--- config.mk ---
export PLATFORM = sky130hd
export DESIGN_NAME = pulse_burst_scheduler
export DESIGN_NICKNAME = d
export VERILOG_FILES = /design/src/rtl/pulse_pkg.sv /design/src/rtl/rr_arbiter.sv /design/src/rtl/pulse_burst_scheduler.sv
export SDC_FILE = /design/constraint.sdc
export NUM_CORES = 1
export LEC_CHECK = 0
export CORE_ASPECT_RATIO = 0.75
export CORE_MARGIN = 5
export CORE_UTILIZATION = 52
export CTS_BUF_LIST = sky130_fd_sc_hd__clkbuf_8
export DETAILED_ROUTE_END_ITERATION = 7
export GPL_ROUTABILITY_DRIVEN = 0
export PLACE_DENSITY_LB_ADDON = 0.15
export SETUP_SLACK_MARGIN = 0.05
export SYNTH_ARGS = -nofsm -noshare
export SYNTH_HDL_FRONTEND = slang
export SYNTH_SLANG_ARGS = --single-unit
--- constraint.sdc ---
create_clock -name clock -period 1.95 [get_ports clock]
set_input_delay 0.2925 -clock clock [delete_from_list [all_inputs] [get_ports clock]]
set_output_delay 0.2925 -clock clock [all_outputs]
set_load 0.03 [all_outputs]
--- src/rtl/pulse_pkg.sv ---
// Shared definitions for the pulse burst scheduler: FSM encoding and default timing constants.
package pulse_pkg;

  typedef enum logic [1:0] {
    ST_IDLE = 2'd0,
    ST_LOAD = 2'd1,
    ST_RUN  = 2'd2,
    ST_GAP  = 2'd3
  } state_t;

  localparam int DIV_DEFAULT = 4;
  localparam int GAP_DEFAULT = 2;

endpackage

--- src/rtl/rr_arbiter.sv ---
// Combinational round-robin picker: first asserted req at or after ptr wins, one-hot result.
module rr_arbiter #(
  parameter int NREQ  = 2,
  parameter int PTR_W = $clog2(NREQ)
) (
  input  logic [NREQ-1:0]  req,
  input  logic [PTR_W-1:0] ptr,
  input  logic             enable,
  output logic [NREQ-1:0]  gnt
);

  logic [PTR_W-1:0] idx;

  // Walk offsets from farthest to nearest so the nearest requester overwrites the rest.
  always_comb begin
    gnt = '0;
    idx = '0;
    if (enable) begin
      for (int i = NREQ - 1; i >= 0; i--) begin
        idx = PTR_W'((int'(ptr) + i) % NREQ);
        if (req[idx]) begin
          gnt      = '0;
          gnt[idx] = 1'b1;
        end
      end
    end
  end

endmodule

--- src/rtl/pulse_burst_scheduler.sv ---
// Shares one serial pulse line between NREQ requesters; each burst is LOAD, len*DIV clocks of
// pattern bits (LSB first), then GAP low clocks, with round-robin selection between bursts.
module pulse_burst_scheduler
  import pulse_pkg::*;
#(
  parameter int NREQ  = 2,
  parameter int PAT_W = 12,
  parameter int LEN_W = 4,
  parameter int DIV   = DIV_DEFAULT,
  parameter int GAP   = GAP_DEFAULT
) (
  input  logic                   clock,
  input  logic                   reset,
  input  logic [NREQ-1:0]        req,
  input  logic [NREQ*PAT_W-1:0]  pattern,
  input  logic [NREQ*LEN_W-1:0]  length,
  output logic [NREQ-1:0]        grant,
  output logic [NREQ-1:0]        done,
  output logic                   signal,
  output logic                   busy,
  output state_t                 fsm_state
);

  localparam int PTR_W = $clog2(NREQ);
  localparam int DIV_W = (DIV > 1) ? $clog2(DIV) : 1;
  localparam int GAP_W = (GAP > 1) ? $clog2(GAP) : 1;
  localparam logic [DIV_W-1:0] DIV_LAST = DIV_W'(DIV - 1);
  localparam logic [GAP_W-1:0] GAP_LAST = GAP_W'(GAP - 1);
  localparam logic [LEN_W-1:0] LEN_MAX  = LEN_W'(PAT_W);
  localparam logic [PTR_W-1:0] PTR_LAST = PTR_W'(NREQ - 1);

  state_t           state_q, state_d;
  logic [NREQ-1:0]  arb_gnt, grant_q, grant_d, done_q, done_d;
  logic [PTR_W-1:0] arb_idx, win_q, rr_ptr_q;
  logic [PAT_W-1:0] sel_pat, shreg_q;
  logic [LEN_W-1:0] sel_raw, sel_len, len_q, bit_cnt_q;
  logic [DIV_W-1:0] div_cnt_q;
  logic [GAP_W-1:0] gap_cnt_q;
  logic             signal_q, signal_d;
  logic             arb_en, start, bit_end, last_bit, gap_end;

  // Handshake: req[i] is a level held until done[i]; done[i] is a one-clock pulse in IDLE, and
  // a req still high in that cycle is not considered until the following clock.
  assign arb_en = (state_q == ST_IDLE) && (done_q == '0);

  rr_arbiter #(.NREQ(NREQ)) u_arb (
    .req    (req),
    .ptr    (rr_ptr_q),
    .enable (arb_en),
    .gnt    (arb_gnt)
  );

  always_comb begin
    arb_idx = '0;
    for (int i = 0; i < NREQ; i++) begin
      if (arb_gnt[i]) arb_idx = PTR_W'(i);
    end
  end

  assign start    = arb_en && (arb_gnt != '0);
  assign sel_pat  = pattern[win_q*PAT_W +: PAT_W];
  assign sel_raw  = length[win_q*LEN_W +: LEN_W];
  assign sel_len  = (sel_raw > LEN_MAX) ? LEN_MAX : sel_raw;
  assign bit_end  = (state_q == ST_RUN) && (div_cnt_q == DIV_LAST);
  assign last_bit = bit_end && (bit_cnt_q == len_q - LEN_W'(1));
  assign gap_end  = (state_q == ST_GAP) && (gap_cnt_q == GAP_LAST);

  always_ff @(posedge clock or negedge reset) begin
    if (!reset) state_q <= ST_IDLE;
    else        state_q <= state_d;
  end

  always_comb begin
    state_d = state_q;
    case (state_q)
      ST_IDLE: if (start) state_d = ST_LOAD;
      ST_LOAD: state_d = (sel_len == '0) ? ST_GAP : ST_RUN;
      ST_RUN:  if (last_bit) state_d = ST_GAP;
      ST_GAP:  if (gap_end) state_d = ST_IDLE;
      default: state_d = ST_IDLE;
    endcase
  end

  // Next values of the registered outputs; signal only ever comes from a flop.
  always_comb begin
    grant_d  = grant_q;
    done_d   = '0;
    signal_d = 1'b0;
    case (state_q)
      ST_IDLE: if (start) grant_d = arb_gnt;
      ST_LOAD: signal_d = (sel_len != '0) && sel_pat[0];
      ST_RUN:  signal_d = bit_end ? (!last_bit && shreg_q[0]) : signal_q;
      ST_GAP: begin
        if (gap_end) begin
          grant_d = '0;
          done_d  = grant_q;
        end
      end
      default: ;
    endcase
  end

  always_ff @(posedge clock or negedge reset) begin
    if (!reset) begin
      grant_q   <= '0;
      done_q    <= '0;
      signal_q  <= 1'b0;
      win_q     <= '0;
      rr_ptr_q  <= '0;
      shreg_q   <= '0;
      len_q     <= '0;
      bit_cnt_q <= '0;
      div_cnt_q <= '0;
      gap_cnt_q <= '0;
    end else begin
      grant_q  <= grant_d;
      done_q   <= done_d;
      signal_q <= signal_d;
      case (state_q)
        ST_IDLE: if (start) win_q <= arb_idx;
        ST_LOAD: begin
          // Bit 0 goes straight to signal, so the shifter holds only the remaining bits.
          shreg_q   <= sel_pat >> 1;
          len_q     <= sel_len;
          bit_cnt_q <= '0;
          div_cnt_q <= '0;
          gap_cnt_q <= '0;
        end
        ST_RUN: begin
          if (bit_end) begin
            div_cnt_q <= '0;
            shreg_q   <= shreg_q >> 1;
            bit_cnt_q <= bit_cnt_q + LEN_W'(1);
          end else begin
            div_cnt_q <= div_cnt_q + DIV_W'(1);
          end
        end
        ST_GAP: begin
          gap_cnt_q <= gap_cnt_q + GAP_W'(1);
          if (gap_end) rr_ptr_q <= (win_q == PTR_LAST) ? '0 : win_q + PTR_W'(1);
        end
        default: ;
      endcase
    end
  end

  assign grant     = grant_q;
  assign done      = done_q;
  assign signal    = signal_q;
  assign busy      = (state_q != ST_IDLE);
  assign fsm_state = state_q;

endmodule

; ---- Yosys cells after proc, flatten, opt, wreduce, memory -nomap -nowiden
; Cells that the tools add are included.
[word_totals]
word_cells = 90
in_bits = 36
out_inout_bits = 8
regBits = 32
[classes]
order_cmp = 5
eq_ne = 9
n_shift = 2
reduce_logical = 24
n_mux = 32
n_addsub = 6
n_mul = 1
[ops]
columns = cell, count
row1 = 12-bit case mux with 2 select lines, 1
row2 = 24-bit by 6-bit variable part select with 12-bit output, 1
row3 = 2-bit 2-to-1 mux, 10
row4 = 12-bit 2-to-1 mux, 1
row5 = 1-bit 2-to-1 mux, 10
row6 = 2-bit nonzero test, 5
row7 = 1-bit logical AND, 9
row8 = 4-bit 2-to-1 mux, 2
row9 = "2-bit != test, second input constant", 4
row10 = 2-bit case mux with 2 select lines, 2
row11 = 2-bit case mux with 4 select lines, 1
row12 = 4-bit case mux with 2 select lines, 1
row13 = 8-bit by 4-bit variable part select with 4-bit output, 1
row14 = "2-bit == test, second input constant", 3
row15 = 2-bit AND reduction, 3
row16 = 3-bit AND reduction, 2
row17 = "4-bit by 1-bit adder with 4-bit output, second input constant", 1
row18 = 4-bit == test, 1
row19 = "4-bit > comparator, second input constant", 1
row20 = 2-bit logical NOT, 2
row21 = 4-bit logical NOT, 1
row22 = "1-bit by 2-bit less-than comparator with 1-bit output, second input constant", 2
row23 = 1-bit case mux with 2 select lines, 2
row24 = 4-bit nonzero test, 1
row25 = other kinds (8), 12

; ---- Depth between registers and ports, before layout
; Gate-level depths: netlist of run 1.
[logic_depth]
ltp_word = 12
depth_mapped = 7
mapped_depth_nobuf = 7

; ---- By module
; A second synthesis of run 1 with hierarchy kept.
[hier_totals]
cells_unflattened = 212
hier_area_um2 = 1933.1
[by_module_without_submodules]
columns = mod, cells_per_inst, n_inst, seq_area_each_um2, area_each_um2
row1 = pulse_burst_scheduler, 207, 1, 775.7, 1911.8
row2 = rr_arbiter, 5, 1, 0.0, 21.3

; ---- Worst setup path after synthesis of run 1
; No wires, ideal clock.
[synth_timing]
kind = register to register
startpoint = register state_q[0], in the netlist fsm_state[0]
endpoint = register div_cnt_q[1]
period_less_slack_ns = 1.746
arrival_time_ns = 1.663
setup_time_ns = 0.083
path_stages_with_launch = 7
t_required_ns = 1.867
n_path_buf = 2
setup_slack_ns = 0.204
path_cell_list = dfrtp_1 > inv_1 > ha_1 > buf_1 > clkbuf_1 > nand3_1 > o21ai_0
[synth_between]
elab_chain_len = 4
word_cells_on_any_way = 6
cone_classes = eq/ne (2) / mux (2) / reduce/logical (2)
[synth_lines]
columns = item, line
row1 = start: declaration, pulse_burst_scheduler.sv:32  ; state_t state_q, state_d;
row2 = start signal: assignment, pulse_burst_scheduler.sv:70  ; else state_q <= state_d;
row3 = 2-bit == test, "pulse_burst_scheduler.sv:64, pulse_burst_scheduler.sv:119"
row4 = 1-bit logical AND, pulse_burst_scheduler.sv:64  ; assign bit_end = (state_q == ST_RUN) && (div_cnt_q == DIV_LAST);
row5 = 2-bit 2-to-1 mux, pulse_burst_scheduler.sv:130  ; if (bit_end) begin
row6 = 2-bit case mux with 2 select lines, pulse_burst_scheduler.sv:119  ; case (state_q)
row7 = end signal: assignment, pulse_burst_scheduler.sv:135  ; div_cnt_q <= div_cnt_q + DIV_W'(1);
row8 = end: declaration, pulse_burst_scheduler.sv:37  ; logic [DIV_W-1:0] div_cnt_q;
; Parallel ways exist; a longest one is shown, timed or not.
; A chain may end at the register's enable or synchronous reset.

; ---- Final worst setup path of run 1
[layout_timing]
startpoint = register len_q[0]
endpoint = register state_q[1], in the netlist fsm_state[1]
[layout_between]
elab_chain_len = 5
[layout_lines]
columns = item, line
row1 = start: declaration, pulse_burst_scheduler.sv:36  ; logic [LEN_W-1:0] sel_raw, sel_len, len_q, bit_cnt_q;
row2 = start signal: assignment, pulse_burst_scheduler.sv:124  ; len_q <= sel_len;
row3 = 4-bit by 1-bit subtractor with 4-bit output, pulse_burst_scheduler.sv:65  ; assign last_bit = bit_end && (bit_cnt_q == len_q - LEN_W'(1));
row4 = 4-bit == test, pulse_burst_scheduler.sv:65
row5 = 1-bit logical AND, pulse_burst_scheduler.sv:65
row6 = 2-bit != test (no source line), --
row7 = 3-bit AND reduction (no source line), --
; Every way passes these cells.

==> impl_results.md, run 1 <==
- CTS buffer count: 5
- Num ports: 44
- Slew Limit Fails: 0
- Post-DR wirelength/cell: 15.7 µm
- Cell Chain, Critical Path: inv_1 -> ha_1 -> xor2_1 -> nand4_2 -> o31ai_4 -> a21oi_1 -> a31o_1
- Clk buf depth: 2
- Number of synthesized register bits: 31
- Placed cell areas: 2400 µm²
- Total Die Area: 4930 µm²
- DRC Markers: 0
- Power Total: 3.60 mW
- Setup crit start kind: register
- Initial Util: 55.6%
- Static leakage: 1.14 nW
- Met3 GRT Util: 4.76%
- H-tree levels: 2
- Compound-gate portion of the synthesized area: 16.7%
- Worst-path clk slew: 0.06 ns
- Root Buffer: clkbuf_8
- Post-synth EDFFs: 0
- Placed cells: 280
- Largest stage delay on the critical path: 0.35 ns
- Fin nets: 292
- M2 GR Usage: 37.5%
- Worst-Margin Slew: 0.422 ns
- HP Class: in -> async
- GR Overflow Total: 0
- Largest net degree at the start of global routing: 32
- Mux cell area share after synthesis: 15.1%
- Adder-cell share of the synthesized area: 5.33%
- PD cells: 1440 nW/µm²
- Mapped Area: 1880 µm²
- Syn Inst Count: 197
- Met1 Use GR: 23.7%
- Core Region: 3380 µm²
- Hpwl dp: 3490 µm
- Register area share after synthesis: 41.3%
- Ranking of synthesized cells by area: dfrtp_1 41%, mux2i_1 9.1%, mux2_2 6.0%
- First-pass GRT wire length: 7510 µm
- Synth area leader: dfrtp_1
- Via density per instance: 5.62
- Post-synth top area share: 41.3%
- Area delta synth->final: 33.4%
- Detail Route Antenna Nets: 0
- Die height: 62.0 µm
- Vias in the first global route: 1657
- Unique masters post-synth: 36
- Sink Count: 31
- RSZ-0062 raised after global routing: false
- Final Cycle Share: 88.3%
- Simple-gate share of the synthesized area: 13.8%
- Status: completed
- # diodes: 0
- Tmin final: 1.72 ns
- CP Max Fanout: 4
- Die Width: 79.4 µm
- Worst clock skew: 0.00204 ns
- Initial antenna violation count: 0
- Finished layout cell area: 2510 µm²
- Max Cap Violations: 0
- Gr busiest metal: met2
- Initial drt markers: 62
- Critical path's slowest cell: dfrtp_1
- Worst r2r path cells: 7
- Layout Cells excl Fill: 289
- Share of cells above drive strength 1: 12.4%
- Ys flop type: dfrtp_1
- Pre-antenna DRT Iters: 5
- Final setup viols: 0
- Post-detailed-routing wire length: 4540 µm
- Port bufs: 43
- Syn nets: 241
- Skew-Pair Late Insertion Delay: 0.28 ns
- Critical path class: reg -> reg
- Layout Utilization: 74.2%
- XOR/XNOR share of the synthesized area: 4.20%
- Total track usage: 20.1%
- Syn_area_per_cell: 9.53 µm²
- CP required: 2.12 ns
- Peak VDD IR: 0.703 mV
- FMAX: 581 MHz
- Crit end category: register
- Slew HR: 71.8%
- Final Hold Vio Count: 0
- Ys async rst share: 100%
- Crit path DAT: 1.89 ns
- Sum Neg Setup Slack: 0 ns
- Yosys Warn Count: 0
- Cell Rows: 18
- TritonCTS clock tree: yes
- Largest family of logic cells by synthesized area: compound AO/OA/AOI/OAI gates
- Detailed-route via count: 1624
kinds of logic after synthesis:
family          Yosys count
simple gates             56
flops                    31
fa+ha+maj                 8
buf+inv                  17
compound gates           49
mux                      27
xor+xnor                  9
stage by stage:
| step | setup slack, ns | hold WS, ns |
|---|---|---|
| CTS | 0.0786 | 0.410 |
| finish | 0.228 | 0.399 |
| floorplan | 0.204 | -0.00309 |
| global route | 0.0798 | 0.441 |
| detailed placement | 0.108 | 0.503 |
| global placement | 0.190 | 0.468 |
cells in the mapped netlist (2+ instances only):
cell type and count:
a21oi_1 14, a22o_1 5, and3_1 3, buf_2 4, clkbuf_1 5, dfrtp_1 31
ha_1 8, inv_1 7, mux2_2 10, mux2i_1 17, nand2_1 20, nand2b_1 3
nand3_1 3, nand4_1 3, nor2_1 16, nor3_1 3, nor4_1 2, o211ai_1 2
o21ai_0 10, o21ai_1 7, o22ai_1 2, xnor2_1 6, xor2_1 3
per-layer routing:
layer  vias to the layer above  part of all wire [%]
met1                       790                    43
met2                        27                    52
met3                         4                   4.1
met5                         -                     0
li1                        803                     -
met4                         0                  0.70
timing repair:
action                     4_1_cts  5_1_grt
hold buffers                     0        0
setup endpoints to repair        1        3
pin swaps                        0        1
gates resized for setup          1        2
buffers inserted                 0        1
final timing paths:
| kind | to | from | slack, ns |
|---|---|---|---|
| max in group asynchronous | shreg_q[8] | reset | 1.26 |
| setup / recovery | fsm_state[1] | len_q[0] | 0.23 |
| min in group clock | div_cnt_q[0] | div_cnt_q[0] | 0.50 |
| setup reg to reg | fsm_state[1] | len_q[0] | 0.23 |
| hold / removal | len_q[3] | reset | 0.40 |
| hold reg to reg | div_cnt_q[0] | div_cnt_q[0] | 0.50 |
cell type report:
| class | count | area [µm²] |
|---|---|---|
| repair buffers | 54 | 520 |
| flip-flops and latches | 31 | 776 |
| multi-input cells | 149 | 1030 |
| clock inverters | 1 | 3.75 |
| inverters | 7 | 26.3 |
| well taps | 40 | 50.0 |
| clock buffers | 7 | 96.3 |
| fillers | 242 | 872 |
cells in the final DEF, fill, tap and decap left out:
cell             instances
clkdlybuf4s50_1         42
dfrtp_1                 31
nand2_1                 20
mux2i_1                 17
nor2_1                  16
a21oi_1                 14
mux2_2                  10
o21ai_0                 10
buf_4                   10
inv_1                    8
ha_1                     8
o21ai_1                  7
clkbuf_8                 7
xnor2_1                  6
a22o_1                   5
and3_1                   3
nand2b_1                 3
nor3_1                   3
xor2_1                   3
nand4_1                  3
nand3_1                  3
nor4_1                   2
o211ai_1                 2
o22ai_1                  2
nor2b_1                  1
o31ai_1                  1
and2_1                   1
nand4_2                  1
o31ai_4                  1
a31o_1                   1
a22oi_1                  1
o21a_1                   1
a2bb2oi_1                1
a211oi_1                 1
a32oi_1                  1
o311ai_1                 1
clkbuf_2                 1
buf_12                   1
state kept, by name (all words and copies together) (netlist names):
register	flops
shreg_q	11
win_q	1
signal	1
len_q	4
done	2
fsm_state	2
gap_cnt_q	1
grant	2
rr_ptr_q	1
div_cnt_q	2
bit_cnt_q	4
critical path: cells and delay by family (launching register included):
family / cells / cell delay [ns]
compound gates: 3 / 0.54
flops: 1 / 0.35
fa+ha+maj: 1 / 0.30
xor+xnor: 1 / 0.19
simple gates: 1 / 0.16
buf+inv: 1 / 0.06
report_power, final:
group	internal (mW)	switching (mW)
Clock	0.317	0.235
Sequential	0.897	0.225
Combinational	0.880	1.05
Note: power is estimated with default switching activity, not from simulation.
==> run 2, diff against run 1 <==
- ABC_AREA: default -> 1
- CORE_UTILIZATION: 52 -> 51
==> impl_results.md, run 2 <==
- Psw: 1.53 mW (+1.5%)
- Max reg flops: 11 (unchanged)
- Top-count cell post-synth: nand2_1
- Root Buffer: clkbuf_8
- Detailed-route via count: 1641 (+1.0%)
- R2R Path End: fsm_state[0]
- Final Cycle Share: 92.1% (+3.8 points)
- Logic pwr share: 54.7% (+1.2 points)
- CP Max Fanout: 6 (+2)
- Skew-Pair Late Insertion Delay: 0.28 ns (about the same)
- Placed cells: 327 (+17%)
- Leading cell type in the layout, fill and taps excluded: nand2_1
- Syn nets: 289 (+20%)
- Largest register by flop count: shreg_q
- Crit path from: fsm_state[1]
- Die Width: 78.5 µm (-1.2%)
- CP required: 1.66 ns (-0.46 ns)
- Worst-path clk slew: 0.06 ns (about the same)
- Die height: 61.4 µm (-1.1%)
- Fin nets: 338 (+16%)
- Worst r2r path cells: 11 (+4)
- Pre-antenna DRT Iters: 4 (-1)
- Crit end category: output port
- Final Hold Vio Count: 0 (unchanged)
- DRC Markers: 0 (unchanged)
- Most frequent cells in the layout: 82 x nand2_1, 42 x clkdlybuf4s50_1, 31 x dfrtp_1
- Post-synth EDFFs: 0 (unchanged)
- PD cells: 1440 nW/µm² (+0.37%)
- FF/Latch Area: 776 µm² (unchanged)
- RSZ-0062 raised after global routing: false
- Final setup viols: 0 (unchanged)
- Sum Neg Setup Slack: 0 ns (unchanged)
- Initial antenna violation count: 0 (unchanged)
- Slew HR: 73.9% (+2.1 points)
- Ys async rst share: 100% (unchanged)
- Num ports: 44 (unchanged)
- Total Die Area: 4810 µm² (-2.3%)
- Area delta synth->final: 30.8%
- Pint: 1.85 mW (-11%)
- Ys flop type: dfrtp_1
- Syn_area_per_cell: 7.32 µm² (-23%)
- Status: completed
- Switch share: 45.2% (+3.4 points)
- Syn Inst Count: 245 (+24%)
- Vias in the first global route: 1554 (-6.2%)
- Clk buf depth: 2 (unchanged)
- Tmin final: 1.80 ns (+0.0739 ns)
- FMAX: 557 MHz (-4.1%)
- Total track usage: 18.8% (-1.3 points)
- Top cells by count, synth: 82 x nand2_1, 31 x dfrtp_1, 23 x inv_1, 21 x nand3_1, 15 x o21ai_0
- Share of cells above drive strength 1: 8.53% (-3.9 points)
- Yosys Warn Count: 0 (unchanged)
- Mapped Area: 1790 µm² (-4.5%)
- Setup crit start kind: register
- Register area share after synthesis: 43.3% (+2.0 points)
- Reg power frac: 31.9% (+0.7 points)
- Unique masters post-synth: 22 (-39%)
- Detail Route Antenna Nets: 0 (unchanged)
- H-tree levels: 2 (unchanged)
- HP Class: in -> async
- Power Total: 3.38 mW (-6.0%)
- Post-synth top area share: 43.3% (+2.0 points)
- Core Region: 3330 µm² (-1.3%)
- Worst clock skew: 0.00309 ns (+0.00105 ns)
- R2R Setup Slk: 0.25 ns (+0.02 ns)
- Post-detailed-routing wire length: 4110 µm (-9.5%)
- # diodes: 0 (unchanged)
- Clk network pwr share: 13.3% (-2.0 points)
- Hold_buf cts: 0 (unchanged)
- Port bufs: 43 (unchanged)
- Synth area leader: dfrtp_1
- Hpwl dp: 3070 µm (-12%)
- GR Overflow Total: 0 (unchanged)
- Critical path class: reg -> out
- Static leakage: 1.19 nW (+4.9%)
- Initial Util: 53.8% (-1.8 points)
- Cell Rows: 18 (unchanged)
- Reg-to-Reg Start: fsm_state[0]
- Peak VDD IR: 0.918 mV (+31%)
- Post-DR wirelength/cell: 12.3 µm (-21%)
- Slew Limit Fails: 0 (unchanged)
- Via density per instance: 4.93 (-12%)
- Layout Cells excl Fill: 333 (+15%)
- Largest registers: shreg_q x11, bit_cnt_q x4, len_q x4
- CTS buffer count: 5 (unchanged)
- Worst-Margin Slew: 0.392 ns (-0.0300 ns)
- Number of synthesized register bits: 31 (unchanged)
- Multi-input combinational cell area: 847 µm² (-18%)
- Filler instances: 292 (+21%)
- Largest net degree at the start of global routing: 32 (unchanged)
- Initial drt markers: 112 (+81%)
- TritonCTS clock tree: yes
- Ranking of synthesized cells by area: dfrtp_1 43%, nand2_1 17%, nand3_1 5.9%
- Crit path capture: busy
- Max Cap Violations: 0 (unchanged)
- Crit path DAT: 1.50 ns (-0.39 ns)
- Sink Count: 31 (unchanged)
- First-pass GRT wire length: 7010 µm (-6.7%)
-- run 2: timing repair --
| action | CTS | global route |
|---|---|---|
| setup endpoints to repair | 1 | 0 |
| hold endpoints to repair | 0 | 0 |
| setup buffers | 0 | 0 |
| gates resized for setup | 1 | 0 |
-- run 2: per-layer routing --
metal	share of wire [%]	global-route usage, %	wire length [µm]
met1	50	26.0	2040
met2	43	29.1	1760
met3	6.4	5.56	265
met4	0.92	5.24	38
met5	0	0	0
-- run 2: area by class of cell --
type / count / share of cell area [%]
flip-flops and latches: 31 / 33.1
repair buffers: 50 / 20.5
multi-input cells: 175 / 36.1
clock buffers: 5 / 2.93
well taps: 40 / 2.13
inverters: 31 / 5.07
clock inverters: 1 / 0.160
-- run 2: worst max-delay path: stages, from the launching register on --
cell	delay (ns)
dfrtp_1	0.44
inv_1	0.10
ha_1	0.22
inv_2	0.07
dlygate4sd2_1	0.39
-- run 2: stage by stage --
step / hold WS (ns) / util [%] / cell area [µm²] / setup slack (ns)
3_3_place_gp: 0.464 / 68.2 / 2270 / 0.213
2_1_floorplan: -0.00309 / - / 1790 / 0.188
6_report: 0.398 / 70.4 / 2350 / 0.154
4_1_cts: 0.413 / 70.4 / 2350 / 0.139
3_5_place_dp: 0.468 / 68.2 / 2270 / 0.185
5_1_grt: 0.433 / 70.4 / 2350 / 0.0575
-- run 2: kinds of logic after synthesis --
group	share of synthesized area (%)
buffers and inverters	9.49
and+or+nand+nor	27.6
DFF	43.3
AOI/OAI and AO/OA	13.1
adders and majority gates	5.58
xor gates and xnor gates	0.977
-- run 2: worst min-delay path by stage --
stage | startpoint | endpoint | slack (ns) | cells after the start
3_5_place_dp | shreg_q[5] | shreg_q[5] | 0.47 | 2
6_report | reset | bit_cnt_q[0] | 0.40 | 2
4_1_cts | reset | len_q[1] | 0.41 | 2
2_1_floorplan | reset | bit_cnt_q[0] | -0.003 | 0
5_1_grt | reset | bit_cnt_q[0] | 0.43 | 2
3_3_place_gp | shreg_q[5] | shreg_q[5] | 0.46 | 2
-- run 2: power by group through the flow --
stage / Combinational, mW / Clock [mW] / Sequential [mW]
3_3_place_gp: 1.83 / 0 / 1.08
4_1_cts: 1.87 / 0.465 / 1.08
3_5_place_dp: 1.85 / 0 / 1.09
2_1_floorplan: 1.27 / 0 / 1.14
5_1_grt: 2.11 / 0.489 / 1.12
6_report: 1.85 / 0.450 / 1.08
